`src/rtl/pdp8_pkg.sv`:
```
// pdp8_pkg: shared PDP-8 widths and the instruction fetch unit state encoding
`ifndef ADDR_WIDTH
`define ADDR_WIDTH 12
`endif
`ifndef DATA_WIDTH
`define DATA_WIDTH 12
`endif
package pdp8_pkg;
  localparam int PDP8_AW = `ADDR_WIDTH;
  localparam int PDP8_DW = `DATA_WIDTH;
  typedef enum logic [2:0] {IFU_LOAD, IFU_FETCH, IFU_WAIT, IFU_ISSUE, IFU_HOLD} ifu_state_e;
endpackage

```
`src/rtl/pdp8_ifu.sv`:
```
// pdp8_ifu: PDP-8 instruction fetch unit owning the PC and one outstanding memory read
module pdp8_ifu
  import pdp8_pkg::*;
#(
  parameter int ADDR_WIDTH = PDP8_AW,
  parameter int DATA_WIDTH = PDP8_DW,
  parameter int MEM_LAT    = 1
) (
  input  logic                  clk,
  input  logic                  reset_n,
  input  logic [ADDR_WIDTH-1:0] base_addr,
  input  logic                  stall,
  input  logic                  new_pc_vld,
  input  logic [ADDR_WIDTH-1:0] new_pc,
  output logic                  ifu_rd_req,
  output logic [ADDR_WIDTH-1:0] ifu_rd_addr,
  input  logic [DATA_WIDTH-1:0] ifu_rd_data,
  output logic [ADDR_WIDTH-1:0] PC_value,
  output logic [DATA_WIDTH-1:0] ifu_instr,
  output logic                  ifu_instr_vld
);
  if (MEM_LAT < 1 || MEM_LAT > 7) begin : g_bad_lat
    $error("pdp8_ifu: MEM_LAT must be within 1..7");
  end
  ifu_state_e            state;
  logic [ADDR_WIDTH-1:0] pc;
  logic [2:0]            lat_cnt;
  assign ifu_rd_req    = state == IFU_FETCH;
  assign ifu_instr_vld = state == IFU_ISSUE;
  assign ifu_rd_addr   = pc;
  assign PC_value      = pc;
  // fetch sequencer: load PC, request, count out memory latency, issue, wait for execute
  always_ff @(posedge clk or negedge reset_n)
    if (!reset_n) begin
      state     <= IFU_LOAD;
      pc        <= '0;
      lat_cnt   <= '0;
      ifu_instr <= '0;
    end else
      case (state)
        IFU_LOAD: begin
          pc    <= base_addr;
          state <= IFU_FETCH;
        end
        IFU_FETCH: begin
          lat_cnt <= 3'(MEM_LAT - 1);
          state   <= IFU_WAIT;
        end
        IFU_WAIT:
          if (lat_cnt == 3'd0) begin
            ifu_instr <= ifu_rd_data;
            state     <= IFU_ISSUE;
          end else
            lat_cnt <= lat_cnt - 3'd1;
        IFU_ISSUE: state <= IFU_HOLD;
        IFU_HOLD:
          if (!stall) begin
            pc    <= new_pc_vld ? new_pc : pc + 1'b1;
            state <= IFU_FETCH;
          end
        default: state <= IFU_LOAD;
      endcase
endmodule

```
`config.mk`:
```
export PLATFORM = sky130hd
export DESIGN_NAME = pdp8_ifu
export DESIGN_NICKNAME = d
export VERILOG_FILES = /design/src/rtl/pdp8_pkg.sv /design/src/rtl/pdp8_ifu.sv
export SDC_FILE = /design/constraint.sdc
export NUM_CORES = 1
export LEC_CHECK = 0
export CAP_MARGIN = 40
export CORE_UTILIZATION = 43
export DETAILED_ROUTE_END_ITERATION = 7
export GPL_ROUTABILITY_DRIVEN = 0
export PLACE_DENSITY = 0.82
export SETUP_SLACK_MARGIN = 0.5
export SYNTH_ARGS = -nofsm -noshare
export SYNTH_HDL_FRONTEND = slang
export SYNTH_SLANG_ARGS = --single-unit
```
`constraint.sdc`:
```
create_clock -name clk -period 1.8 [get_ports clk]
set_input_delay 0.36 -clock clk [delete_from_list [all_inputs] [get_ports clk]]
set_output_delay 0.36 -clock clk [all_outputs]
set_load 0.05 [all_outputs]
```
# Yosys cells after proc, flatten, opt, wreduce, memory -nomap -nowiden
# Cells that the tools add are included.
# totals
n_memories	0
latchBits	0
mem_bits_ro	0
ff_bits	30
word_cells	29
ramBits	0
# op_classes
n_reduce_logical	8
n_lt_le_gt_ge	0
n_div	0
bitwise	0
muxes	8
n_shift	0
mul	0
eq_ne	7
addsub	2
# ops
op	count
$mux 12	2
$pmux 12 s2	1
$pmux 3 s5	1
$add 12x1->12 const B	1
$mux 3	3
$reduce_and 2->1	4
$eq 3x2->1 const B	2
$logic_not 3->1	2
$ne 2x2->1 const B	3
$pmux 3 s2	1
$reduce_bool 2->1	2
$eq 3x1->1 const B	1
$eq 3x3->1 const B	1
$sub 3x1->3 const B	1

# Logic depth before layout (Yosys ltp)
# Gate-level depths: netlist (run 1).
# depth
depth_word	4
ltp_mapped	7

# Worst setup path after synthesis (run 1)
# No wires, ideal clock.
# synth_path
kind	register to register
from	register pc[0] (netlist: PC_value[0])
to	register pc[10] (netlist: PC_value[10])
path_stages_with_launch	6
arrival_time_ps	1699
n_path_buf	0
setup_slack_ps	-26
t_required_ps	1673
path_cell_list	dfrtp_1 -> ha_1 -> nand4_1 -> o31a_1 -> o31ai_1 -> o21ai_1
# synth_via
elab_chain_cells	4
# synth_rtl
element	line_no	text
from (decl)	pdp8_ifu.sv:26	logic [ADDR_WIDTH-1:0] pc;
from (signal assigned)	pdp8_ifu.sv:42	pc <= base_addr;
from (signal assigned)	pdp8_ifu.sv:58	pc <= new_pc_vld ? new_pc : pc + 1'b1;
$add 12x1->12	pdp8_ifu.sv:58	
$mux 12	pdp8_ifu.sv:58	
$mux 12	pdp8_ifu.sv:57	if (!stall) begin
$pmux 12 s2	pdp8_ifu.sv:40	case (state)
# Every way passes these cells. The select of a mux whose other input is x is not followed.
# A chain may end at the register's enable or synchronous reset.

# Worst setup path after layout (run 1)
# layout_path
from	input port stall
to	register pc[4] (netlist: PC_value[4])
# layout_via
elab_chain_cells	2
# layout_rtl
element	line_no	text
from (decl)	pdp8_ifu.sv:12	input logic stall,
$ne 2x2->1 (no source line)	n/a	
$reduce_and 2->1 (no source line)	n/a	
# Every way passes these cells.

==> results of run 1 <==
## cells in the mapped netlist, types with 3 or more instances
cell      count  share of area, %
dfrtp_1      30                41
buf_4        14               5.7
nand2_1      14               2.8
o21ai_0      10               2.7
mux2_2        9               5.5
a22oi_1       7               2.8
inv_1         7               1.4
o21ai_1       7               1.9
nand2b_1      5               1.7
nor2_1        5               1.0
o31ai_1       5               2.0
a21oi_1       4               1.1
mux2_1        4               2.4
mux2i_1       4               2.2
nand3_1       4               1.1
nor3_1        4               1.1
xnor2_1       4               1.9
buf_6         3               1.8
ha_1          3               2.0
## through the flow
stage               util, %  setup WS [ns]
floorplan                 -         0.2390
global placement      64.51      -0.005538
detailed placement    64.51       -0.02597
CTS                   77.15         0.2394
global route          81.19         0.1458
finish                81.19         0.1609
## where the power goes
group          switching (mW)  internal, mW
Sequential              0.386          1.02
Clock                   0.280         0.307
Combinational            2.88          2.21
## worst max-delay path: cells and delay by family
family | cells | cell delay (ns)
AND/OR/NAND/NOR | 1 | 0.23
AO/OA/AOI/OAI | 3 | 0.70
buffers and inverters | 1 | 0.53
## registers in the layout (all words and copies together) (netlist names)
signal     cells
lat_cnt        3
ifu_instr     12
PC_value      12
state          3
## layout make-up
cell class              count  area [um2]  area share, %
flip-flops and latches     30       769.5          23.36
clock inverters             2       12.51         0.3798
inverters                   7       28.78         0.8735
repair buffers            133        1237          37.56
multi-input cells         126        1101          33.42
clock buffers               6       82.58          2.507
well taps                  50       62.56          1.899
## worst max-delay path by stage
stage / from / to / slack [ns] / depth (start not counted)
floorplan: PC_value[0] / PC_value[10] / 0.24 / 5
global placement: stall / PC_value[11] / -0.006 / 5
detailed placement: stall / PC_value[11] / -0.03 / 5
CTS: state[1] / ifu_rd_req / 0.24 / 4
global route: stall / PC_value[7] / 0.15 / 4
finish: stall / PC_value[4] / 0.16 / 5
## timing repair
item,in CTS,in global routing
gates resized for setup,40,24
endpoints found under the setup margin,51,46
buffers inserted,37,10
hold buffers,0,0
gates cloned,1,0
pin swaps,8,14
## cell families after synthesis
family          count (synthesis)
compound gates                 51
xor+xnor                        4
fa+ha+maj                       3
buf+inv                        27
flops                          30
mux                            17
simple gates                   50
## per-layer routing
metal | track usage (%) | share of wire, %
met2 | 47.40 | 47
met3 | 5.405 | 9.6
met1 | 35.68 | 39
met5 | 0 | 0
met4 | 9.840 | 4.2
==> metrics.cfg, run 1 <==
[outcome]
outcome = finished clean

[place]
place_inst = 298
dpl_cell_area_um2 = 2618
hpwlAfterDp_um = 3434
portBuffers = 77

[worst_setup_path]
end_kind = flop
cp_slowest_stage_delay_ns = 0.53
r2r-end = PC_value[1]
r2r_start = state[0]
critPathLaunchType = primary input
required_ns = 1.99
cp_max_fo = 9
r2r_setup_slack_ns = 0.20
arrival_ns = 1.82
cp_slowest_cell = clkdlybuf4s50_1
crit_chain = clkdlybuf4s50_1, a211o_4, nor2_4, a22oi_1, o21ai_0
r2r_cells = 6
critPathKind = primary input to flop

[grt]
grt_max_degree = 31
overflow = 0
grt_pass1_wl_um = 9356
antenna_found_initial = 0
grt_usage_pct = 28.19
grt_pass1_vias = 1933

[yosys]
synth-seq-cells = 30
ys_seq_area_share_pct = 40.60
synth_fp_nets = 225
synthDistinctLibCells = 49
yosys_warnings = 0
synthAdderAreaFrac_pct = 2.030
synthArstFlopShare_pct = 100.0
synth-edff-count = 0
synth_top_family_by_area = compound AO/OA/AOI/OAI gates
netlist_instances = 182
yosys_most_used_dff = dfrtp_1
syn_avg_cell_area_um2 = 10.16
syn_area_um2 = 1849
synth-compound-area-share_pct = 19.55
synth_simple_gate_area_share_pct = 16.17
muxShareOfSynthArea_pct = 10.08
synth_xor_area_share_pct = 1.894

[floorplanning]
die_w_um = 67.58
io_pins = 78
dieArea_um2 = 4567
core_um2 = 4058
fp.dieH_um = 67.58
rows = 23
start_util_pct = 45.58

[cts]
cts_max_level = 2
clk_latency_ns = 0.29
clockBufferDepth = 2
cts_buffers = 5
cts.sinks = 30
clk_pin_slew_ns = 0.07
clock_tree.root_cell = clkbuf_8
cts_tree = done

[drt]
drcViolationCount = 0
drtIter0Drc = 192
wl_per_cell_um = 20.18
vias = 2080
routed_wl_um = 7145
first_pass_iters = 5
ant_nets = 0
viasPerCell = 5.876

[timing]
setup_viol = 0
fmax_mhz = 610.1
holdWs_ns = 0.4646
final.setup_skew_ns = 0.008746
timing.final.crit_share_pct = 91.06
slew_viol_final = 0
fin_crit_ns = 1.639
worst_slew_pin_slew_ns = 0.4002
totalNegativeSetupSlack_ns = 0
rsz0062_at_grt = true
maxSlewHeadroom_pct = 73.32
finalHoldViolations = 0

[run]
cap_violations = 0

[layout]
drive_gt1_share_pct = 52.96
antenna_cells = 0
fillers = 208
fin_nets = 346
final_area_um2 = 3294
layout_commonest_cell = buf_4
layoutNonFillerInstCount = 354
area_growth_syn_to_layout_pct = 78.15
most-common-layout-cells = 66 x buf_4, 39 x clkdlybuf4s50_1, 21 x buf_6, 15 x dfrtp_2, 15 x dfrtp_1

[power]
power.density_nw_per_um2 = 2148
ir_drop_mv = 1.323
leakagePower_nw = 1.454
finalPower_mw = 7.077

[worst_hold_path]
worst_hold_path_type = primary input to async pin

Power figures use the tool's default switching activity.
==> run 2, diff against run 1 <==
GPL_ROUTABILITY_DRIVEN = unset   (was 0)
==> results of run 2 <==
Final layout, timing and power as in run 1 (identical DEF).
